--- config.mk ---
export PLATFORM = sky130hd
export DESIGN_NAME = pcie_io_tx_engine
export DESIGN_NICKNAME = d
export VERILOG_FILES = /design/src/rtl/pcie_dma_pkg.sv /design/src/rtl/pcie_cpl_bytecount.sv /design/src/rtl/pcie_io_tx_engine.sv
export SDC_FILE = /design/constraint.sdc
export NUM_CORES = 1
export LEC_CHECK = 0
export ABC_AREA = 1
export BUFFER_PORTS_ARGS = -buffer_cell sky130_fd_sc_hd__buf_2
export CORE_MARGIN = 5
export CORE_UTILIZATION = 25
export CTS_BUF_LIST = sky130_fd_sc_hd__clkbuf_16
export CTS_CLUSTER_DIAMETER = 80
export CTS_CLUSTER_SIZE = 25
export DETAILED_ROUTE_END_ITERATION = 6
export SLEW_MARGIN = 20
export SYNTH_ARGS = -nofsm -noshare
export SYNTH_HDL_FRONTEND = slang
export SYNTH_SLANG_ARGS = --single-unit
--- constraint.sdc ---
create_clock -name i_clk -period 7.8 [get_ports i_clk]
set_input_delay 0.78 -clock i_clk [delete_from_list [all_inputs] [get_ports i_clk]]
set_output_delay 0.78 -clock i_clk [all_outputs]
set_load 0.01 [all_outputs]
--- src/rtl/pcie_dma_pkg.sv ---
// Shared definitions for the PCIe DMA/IO engines: completion fmt/type codes,
// engine state encodings and the per-DW byte swap used on payload data.
package pcie_dma_pkg;

    // {fmt[1:0], type[4:0]} for completions
    localparam logic [6:0]  CPLD_FMT_TYPE  = 7'h4A;  // completion with data
    localparam logic [6:0]  CPL_FMT_TYPE   = 7'h0A;  // completion without data

    // Completion status "successful completion"
    localparam logic [2:0]  CPL_STATUS_SC  = 3'b000;

    // A Cpl reports a fixed byte count of one DW
    localparam logic [11:0] CPL_BYTE_COUNT = 12'd4;

    typedef enum logic [2:0] {
        ST_IDLE      = 3'd0,
        ST_WAIT_DATA = 3'd1,
        ST_HDR       = 3'd2,
        ST_DATA      = 3'd3,
        ST_DONE      = 3'd4
    } tx_state_t;

    // Memory data is little-endian; TLP payload bytes go out big-endian per DW.
    function automatic logic [31:0] SwapEndianess32(input logic [31:0] dw);
        return {dw[7:0], dw[15:8], dw[23:16], dw[31:24]};
    endfunction

endpackage

--- src/rtl/pcie_cpl_bytecount.sv ---
// Completion byte-count and lower-address generation from the request's
// first-DW byte enables, length and address. Purely combinational.
module pcie_cpl_bytecount
    import pcie_dma_pkg::*;
(
    input  logic [7:0]  be,
    input  logic [9:0]  len,
    input  logic [12:0] addr,
    input  logic        wd,
    output logic [11:0] byte_count,
    output logic [6:0]  lower_addr
);

    logic [1:0]  offset;
    logic [11:0] single_dw_count;
    logic        unused_bits;

    // Last-DW enables, the DW-aligned address top bits and the byte offset
    // bits of the address do not influence a completion for a 1-DW read.
    assign unused_bits = ^{be[7:4], addr[12:7], addr[1:0]};

    // Byte offset of the first enabled byte within the first DW
    always_comb begin
        offset = 2'b00;
        casez (be[3:0])
            4'b???1: offset = 2'b00;
            4'b??10: offset = 2'b01;
            4'b?100: offset = 2'b10;
            4'b1000: offset = 2'b11;
            default: offset = 2'b00;
        endcase
    end

    // Span from the first to the last enabled byte of a single-DW request
    always_comb begin
        single_dw_count = 12'd1;
        casez (be[3:0])
            4'b1??1: single_dw_count = 12'd4;
            4'b01?1: single_dw_count = 12'd3;
            4'b1?10: single_dw_count = 12'd3;
            4'b0011: single_dw_count = 12'd2;
            4'b0110: single_dw_count = 12'd2;
            4'b1100: single_dw_count = 12'd2;
            default: single_dw_count = 12'd1;
        endcase
    end

    // Select the reported values; len=0 encodes 1024 DW, which wraps to 0
    always_comb begin
        byte_count = CPL_BYTE_COUNT;
        lower_addr = 7'd0;
        if (wd) begin
            lower_addr = {addr[6:2], offset};
            if (len == 10'd1) begin
                byte_count = single_dw_count;
            end else begin
                byte_count = {len, 2'b00};
            end
        end
    end

endmodule

--- src/rtl/pcie_io_tx_engine.sv ---
// PCIe completion transmit engine: builds a 3-DW Cpl/CplD TLP as two 64-bit
// AXI-Stream beats in response to a completion request from the RX side.
module pcie_io_tx_engine
    import pcie_dma_pkg::*;
#(
    parameter int C_DATA_WIDTH = 64,
    parameter int KEEP_WIDTH   = C_DATA_WIDTH / 8
) (
    input  logic                    i_clk,
    input  logic                    i_rst,

    input  logic                    i_s_axis_tx_tready,
    output logic [C_DATA_WIDTH-1:0] o_s_axis_tx_tdata,
    output logic [KEEP_WIDTH-1:0]   o_s_axis_tx_tkeep,
    output logic                    o_s_axis_tx_tlast,
    output logic                    o_s_axis_tx_tvalid,
    output logic [3:0]              o_s_axis_tx_tuser,

    input  logic                    i_req_compl,
    input  logic                    i_req_compl_wd,
    output logic                    o_compl_done,

    input  logic [2:0]              i_req_tc,
    input  logic                    i_req_td,
    input  logic                    i_req_ep,
    input  logic [1:0]              i_req_attr,
    input  logic [9:0]              i_req_len,
    input  logic [15:0]             i_req_rid,
    input  logic [7:0]              i_req_tag,
    input  logic [7:0]              i_req_be,
    input  logic [12:0]             i_req_addr,

    input  logic [15:0]             i_completer_id,

    input  logic                    i_resp_mem_valid,
    input  logic [C_DATA_WIDTH-1:0] i_resp_mem_data
);

    tx_state_t state;
    tx_state_t state_next;

    // Request fields captured when the completion is accepted
    logic [2:0]  tc;
    logic        td;
    logic        ep;
    logic [1:0]  attr;
    logic [9:0]  len;
    logic [15:0] rid;
    logic [7:0]  tag;
    logic [7:0]  be;
    logic [12:0] addr;
    logic        wd;

    // Read data captured from memory, with a flag saying it is present
    logic [63:0] mem_data;
    logic        data_held;

    logic [11:0] byte_count;
    logic [6:0]  lower_addr;
    logic [31:0] dw0;
    logic [31:0] dw1;
    logic [31:0] dw2;
    logic [31:0] rd_dw;
    logic        accept_data;

    assign o_s_axis_tx_tuser = 4'b0000;

    // Read data is only taken while no TLP is being emitted, so the payload
    // stays stable across backpressure.
    assign accept_data = i_resp_mem_valid &&
                         ((state == ST_IDLE) || (state == ST_WAIT_DATA));

    pcie_cpl_bytecount u_bytecount (
        .be         (be),
        .len        (len),
        .addr       (addr),
        .wd         (wd),
        .byte_count (byte_count),
        .lower_addr (lower_addr)
    );

    assign dw0   = {1'b0, (wd ? CPLD_FMT_TYPE : CPL_FMT_TYPE), 1'b0, tc, 4'b0000,
                    td, ep, attr, 2'b00, (wd ? len : 10'd0)};
    assign dw1   = {i_completer_id, CPL_STATUS_SC, 1'b0, byte_count};
    assign dw2   = {rid, tag, 1'b0, lower_addr};
    assign rd_dw = addr[2] ? mem_data[63:32] : mem_data[31:0];

    // State register
    always_ff @(posedge i_clk or posedge i_rst) begin
        if (i_rst) begin
            state <= ST_IDLE;
        end else begin
            state <= state_next;
        end
    end

    // Capture the request header fields when a completion is accepted in IDLE
    always_ff @(posedge i_clk or posedge i_rst) begin
        if (i_rst) begin
            tc   <= 3'd0;
            td   <= 1'b0;
            ep   <= 1'b0;
            attr <= 2'd0;
            len  <= 10'd0;
            rid  <= 16'd0;
            tag  <= 8'd0;
            be   <= 8'd0;
            addr <= 13'd0;
            wd   <= 1'b0;
        end else if ((state == ST_IDLE) && i_req_compl) begin
            tc   <= i_req_tc;
            td   <= i_req_td;
            ep   <= i_req_ep;
            attr <= i_req_attr;
            len  <= i_req_len;
            rid  <= i_req_rid;
            tag  <= i_req_tag;
            be   <= i_req_be;
            addr <= i_req_addr;
            wd   <= i_req_compl_wd;
        end
    end

    // Hold read data until the completion carrying it has been sent
    always_ff @(posedge i_clk or posedge i_rst) begin
        if (i_rst) begin
            mem_data  <= 64'd0;
            data_held <= 1'b0;
        end else if (accept_data) begin
            mem_data  <= i_resp_mem_data;
            data_held <= 1'b1;
        end else if (state == ST_DONE) begin
            data_held <= 1'b0;
        end
    end

    // Next-state and AXI-Stream outputs; outputs depend on state only, so a
    // reset forces tvalid low in the same cycle.
    always_comb begin
        state_next         = state;
        o_s_axis_tx_tvalid = 1'b0;
        o_s_axis_tx_tlast  = 1'b0;
        o_s_axis_tx_tkeep  = '0;
        o_s_axis_tx_tdata  = '0;
        o_compl_done       = 1'b0;
        case (state)
            ST_IDLE: begin
                if (i_req_compl) begin
                    if (!i_req_compl_wd || data_held) begin
                        state_next = ST_HDR;
                    end else begin
                        state_next = ST_WAIT_DATA;
                    end
                end
            end
            ST_WAIT_DATA: begin
                if (data_held || i_resp_mem_valid) begin
                    state_next = ST_HDR;
                end
            end
            ST_HDR: begin
                o_s_axis_tx_tvalid = 1'b1;
                o_s_axis_tx_tkeep  = '1;
                o_s_axis_tx_tdata  = {dw1, dw0};
                if (i_s_axis_tx_tready) begin
                    state_next = ST_DATA;
                end
            end
            ST_DATA: begin
                o_s_axis_tx_tvalid = 1'b1;
                o_s_axis_tx_tlast  = 1'b1;
                if (wd) begin
                    o_s_axis_tx_tkeep = '1;
                    o_s_axis_tx_tdata = {SwapEndianess32(rd_dw), dw2};
                end else begin
                    o_s_axis_tx_tkeep = 8'h0F;
                    o_s_axis_tx_tdata = {32'h0000_0000, dw2};
                end
                if (i_s_axis_tx_tready) begin
                    state_next = ST_DONE;
                end
            end
            ST_DONE: begin
                o_compl_done = 1'b1;
                state_next   = ST_IDLE;
            end
            default: begin
                state_next = ST_IDLE;
            end
        endcase
    end

endmodule

======== Word level (Yosys, flattened, before mapping) ========
Index checks and enable logic that the tools add are counted.
operators by class
  divide/modulo/power cells ............... 0
  add/sub/neg operators ................... 0
  multiply operators ...................... 0
  reductions and logical operators ........ 12
  magnitude comparators ................... 0
  multiplexer cells ....................... 23
  shifts and indexed selects .............. 0
  bitwise operators ....................... 0
  equality and inequality tests ........... 18
operators with widths
  operator                                                          count
  64-bit case mux with 2 select lines                               1
  64-bit 2-to-1 mux                                                 1
  32-bit 2-to-1 mux                                                 1
  12-bit 2-to-1 mux                                                 2
  8-bit case mux with 2 select lines                                1
  7-bit 2-to-1 mux                                                  2
  3-bit 2-to-1 mux                                                  4
  3-bit case mux with 4 select lines                                1
  10-bit by 1-bit == test with 1-bit output, second input constant  1
  10-bit 2-to-1 mux                                                 1
  3-bit by 2-bit == test with 1-bit output, second input constant   3
  3-bit == test, second input constant                              3
  3-bit case mux with 3 select lines                                1
  4-bit == test, second input constant                              2
  8-bit 2-to-1 mux                                                  1
  2-bit != test, second input constant                              3
  2-bit case mux with 3 select lines                                1
  1-bit 2-to-1 mux                                                  5
  2-bit == test, second input constant                              2
  4-bit by 2-bit == test with 1-bit output, second input constant   1
  4-bit by 3-bit == test with 1-bit output, second input constant   1
  4-bit AND reduction                                               1
  2-bit OR reduction                                                2
  3-bit by 1-bit == test with 1-bit output, second input constant   1
  8 further kinds                                                   11
storage, ports and cells
  latch bits .............................. 0
  bits in writable memories ............... 0
  output and inout bits ................... 79
  register bits after elaboration ......... 121
  memories ................................ 0
  ROM bits ................................ 0

======== Longest topological paths before layout ========
  word-level depth ........................ 6
  depth in mapped cells ................... 8
  gate-level depth less buffers ........... 8

======== Cells and area by module ========
Synthesis repeated with hierarchy kept, for this count alone.
unflattened totals
  cells, all modules ...................... 838
  area, all modules ....................... 6551.3 um2
by module, submodules not included
  module              cells an instance  instances  area each (um2)  seq. area each (um2)
  pcie_io_tx_engine   767                1          6261.0           3278.1
  pcie_cpl_bytecount  71                 1          290.3            0.0

======== Least setup slack after synthesis ========
OpenSTA, ideal clock, no wires.
  path kind ............................... reg2out
  start point ............................. register state[1]
  end point ............................... output port o_s_axis_tx_tkeep[5]
  cell stages (with the launch flop) ...... 8
  slack ................................... 5.742 ns
  arrival ................................. 1.278 ns
  cell sequence ........................... dfrtp_1 buf_6 nand3_4 inv_2 nand2_2 buf_2 nand2_1 buf_4
between the ends
  word-level cells in the longest chain between the ends .. 2
ends and longest elaborated chain
  element                                   line                      text
  start: declaration                        pcie_io_tx_engine.sv:39   tx_state_t state;
  start signal: assignment                  pcie_io_tx_engine.sv:93   state <= state_next;
  3-bit by 2-bit == test with 1-bit output  pcie_io_tx_engine.sv:146  case (state)
  8-bit case mux with 2 select lines *      pcie_io_tx_engine.sv:146
  end: declaration                          pcie_io_tx_engine.sv:14   output logic [KEEP_WIDTH-1:0] o_s_axis_tx_tkeep,
Mark *: on every way between the ends. The rest lies on a longest branch, timed or not.

======== Worst setup path after layout ========
  start point ............................. register state[0]
  end point ............................... output port o_s_axis_tx_tdata[32]
between the ends
  word-level cells in the longest chain between the ends .. 2
ends and longest elaborated chain
  element                                   line                      text
  3-bit by 2-bit == test with 1-bit output  pcie_io_tx_engine.sv:146
  64-bit case mux with 2 select lines *     pcie_io_tx_engine.sv:146
  end: declaration                          pcie_io_tx_engine.sv:13   output logic [C_DATA_WIDTH-1:0] o_s_axis_tx_tdata,
Marks and branches as above.

==> results.yml <==
synthesis:
  ys_ff_latch: 119
  synth_area_per_cell_um2: 10.0
  synthDominantCellAreaShare: 0.524
  yosys.area_share.xor_xnor: 0
  synth_top_cells_by_area: "sky130_fd_sc_hd__dfrtp_1 (52%), sky130_fd_sc_hd__mux2_2 (9.5%), sky130_fd_sc_hd__nand2_1 (6.9%), sky130_fd_sc_hd__o21ai_0 (5.8%), sky130_fd_sc_hd__mux2i_1 (4.4%)"
  main_combinational_cell_family_by_area_after_synthesis: "multiplexers"
  ys.warnings.count: 0
  synthMuxAreaShare: 0.177
  postSynthCellCount: 567
  synth_area_leader_cell: "sky130_fd_sc_hd__dfrtp_1"
  synth-compound-area-share: 0.103
  synthSimpleGateAreaFrac: 0.105
  seq_area_frac_synth: 0.524
  synth_cell_types: 28
  synthAdderAreaFrac: 0
  netlist_area_um2: 5680
cells_and_area:
  area.sequential_um2: 2980
  nets_finish: 907
  finalNonFillerCells: 1056
  final_layout_size_suffix_gt1_frac: 0.411
  flow.area_growth_from_synthesis_pct: 32.2
  layout.cells.most_common: "sky130_fd_sc_hd__buf_2"
  utilization: 0.334
  filler_cell_count: 2356
  multiInputGateArea_um2: 2210
  antenna_cells: 0
  final_cell_mix: "sky130_fd_sc_hd__buf_2 (210), sky130_fd_sc_hd__dfrtp_1 (118), sky130_fd_sc_hd__nand2_1 (105)"
routing:
  post_drt_via_cell_ratio: 4.30
  dr_wl_met3_um: 1020
  dr.pass1.iters: 4
  top_signal_layer_used: "met5"
  wire_per_inst_um: 15.2
  detail_route.wirelength.met1_um: 6860
  finalWirelength_um: 16100
  route.vias.total: 4542
  wl_met2_um: 7910
  post-route-drc-count: 0
  detail-route-antenna-nets: 0
  drt_iter0_markers: 156
place:
  post-place-ws_ns: 4.50
  gpl.final_weighted_congestion: 0.762
  place.port_buffers: 210
  dp.final_hpwl_um: 11500
  dpl.cell_count: 1025
power_and_ir_drop:
  power_density_nw_per_um2: 439
  irDropWorstVdd_uv: 263
  leakage_nw: 3.80
clock_tree:
  clock_insertion_delay_at_the_later_pin_of_the_skew_report_ns: 0.41
  clkSinkCount: 119
  cts.clk_slew.worst_paths_ns: 0.06
  post_cts_hold_buffer_count: 0
  cts-root-buf: "sky130_fd_sc_hd__clkbuf_16"
  clockBufferDepth: 2
  tritoncts: "built"
  cts_htree_levels: 4
  post_cts_resized: 0
  cts_made_buffers: 17
  cts_setup_buffers: 0
sta:
  slew_violations: 0
  fin_worst_skew_ns: 0.00433
  finalWorstPathRequiredPeriod_ns: 3.60
  final.setup.tns_ns: 0
  finalCritPeriodShare: 0.461
  hold_viol_final: 0
  maxClockFrequency_mhz: 278
  setup_repair_after_global_routing_missed_its_margin: "false"
  slew-limit-headroom: 0.301
  finalWorstSetupSlack_ns: 4.20
  tightest_slew_ns: 1.05
  setup_violations: 0
  worst_hold_slack_ns: 0.409
floorplanning:
  core_area_um2: 22500
  fp.dieH_um: 161
  pin_count: 227
  effective_utilization_at_floorplan: 0.252
  std_cell_rows: 55
  die_boundary_width_um: 161
  floorplan.die_area_um2: 25800
global_route:
  wire_length_of_the_first_global_routing_pass_um: 25000
  groute.usage.overall: 0.123
  first_global_vias: 4550
  grt_max_degree: 101
  overflow: 0
  antenna_found_initial: 2
setup_path:
  critical_path.endpoint_type: "output port"
  rr_worst_depth: 3
  arrival_ns: 2.82
  timing.rr.end: "mem_data[22]$_DFFE_PP0P_"
  critPathMaxFanout: 21
  timing.critical_path.required_ns: 7.02
  worstSetupStartpointType: "register"
  ff2ff_setup_slack_ns: 5.70
  critical_setup_path_class: "reg2out"
  regToRegStartpoint: "state[1]$_DFFE_PP0P_"
hold_path:
  hold_path.class: "in2async"
job:
  max-cap-violations: 0
status:
  outcome: "completed"
[cells by family after synthesis]
kind of cell           Yosys count
and+or+nand+nor                144
buffers and inverters          105
DFF                            119
muxes                           88
other                            1
AOI/OAI and AO/OA              110
[worst max-delay path, cell delays in order, from the launching register on]
cell                      delay (ns)
sky130_fd_sc_hd__dfrtp_1        0.50
sky130_fd_sc_hd__nor2_2         0.17
sky130_fd_sc_hd__nand2_1        0.35
sky130_fd_sc_hd__inv_2          0.46
sky130_fd_sc_hd__nand2_2        0.38
sky130_fd_sc_hd__nor2_1         0.23
sky130_fd_sc_hd__nand2_1        0.11
sky130_fd_sc_hd__nand2_1        0.07
sky130_fd_sc_hd__buf_2          0.14
[worst max path at each step]
| stage | startpoint | slack, ns | to |
|---|---|---|---|
| 2_1_floorplan | i_rst | 3.86 | addr[2]$_DFFE_PP0P_ |
| 3_3_place_gp | state[0]$_DFFE_PP0P_ | 4.55 | o_s_axis_tx_tdata[32] |
| 5_1_grt | state[0]$_DFFE_PP0P_ | 3.94 | o_s_axis_tx_tdata[35] |
| 3_5_place_dp | state[0]$_DFFE_PP0P_ | 4.50 | o_s_axis_tx_tdata[32] |
| 4_1_cts | state[0]$_DFFE_PP0P_ | 4.05 | o_s_axis_tx_tdata[32] |
| 6_report | state[0]$_DFFE_PP0P_ | 4.20 | o_s_axis_tx_tdata[32] |
[state kept, by name, indices dropped and copies added (netlist names)]
name / cells
wd: 1
data_held: 1
ep: 1
len: 10
tag: 8
tc: 3
be: 4
state: 3
mem_data: 64
td: 1
rid: 16
attr: 2
addr: 5
[layer usage]
layer  vias up  GRT usage
li1       2245          -
met1      2153      0.150
met2       118      0.204
met4         4     0.0396
met3        22     0.0446
met5         -          0
[where the power goes]
part / total (mW) / leakage [nW] / internal, mW / switching (mW)
Sequential: 1.12 / 1.42 / 0.929 / 0.187
Combinational: 1.30 / 2.06 / 0.579 / 0.721
Clock: 0.883 / 0.316 / 0.595 / 0.288
[synth_stat cells, drive strengths merged]
master / n
a21oi: 10
clkbuf: 5
o211ai: 2
buf: 38
a31oi: 1
o22ai: 24
conb: 1
nand3: 9
inv: 62
nor2: 26
mux2i: 25
o21ai: 73
dfrtp: 119
nand2: 107
mux2: 63
nor3: 2
[area by class of cell]
| type | instances | share of cell area |
|---|---|---|
| timing repair buffer | 213 | 0.143 |
| clock buffer | 17 | 0.0566 |
| clock inverter | 14 | 0.0308 |
| inverter | 62 | 0.0313 |
| multi-input combinational | 346 | 0.294 |
| sequential | 119 | 0.397 |
| tap | 285 | 0.0475 |
[stage by stage]
step	total power, mW	cell area (um^2)
after floorplan	2.05	5690
after global placement	2.43	6860
after detailed placement	2.46	6860
after CTS	3.37	7510
after global routing	3.55	7510
final	3.30	7510
(Power assumes the default switching activity.)
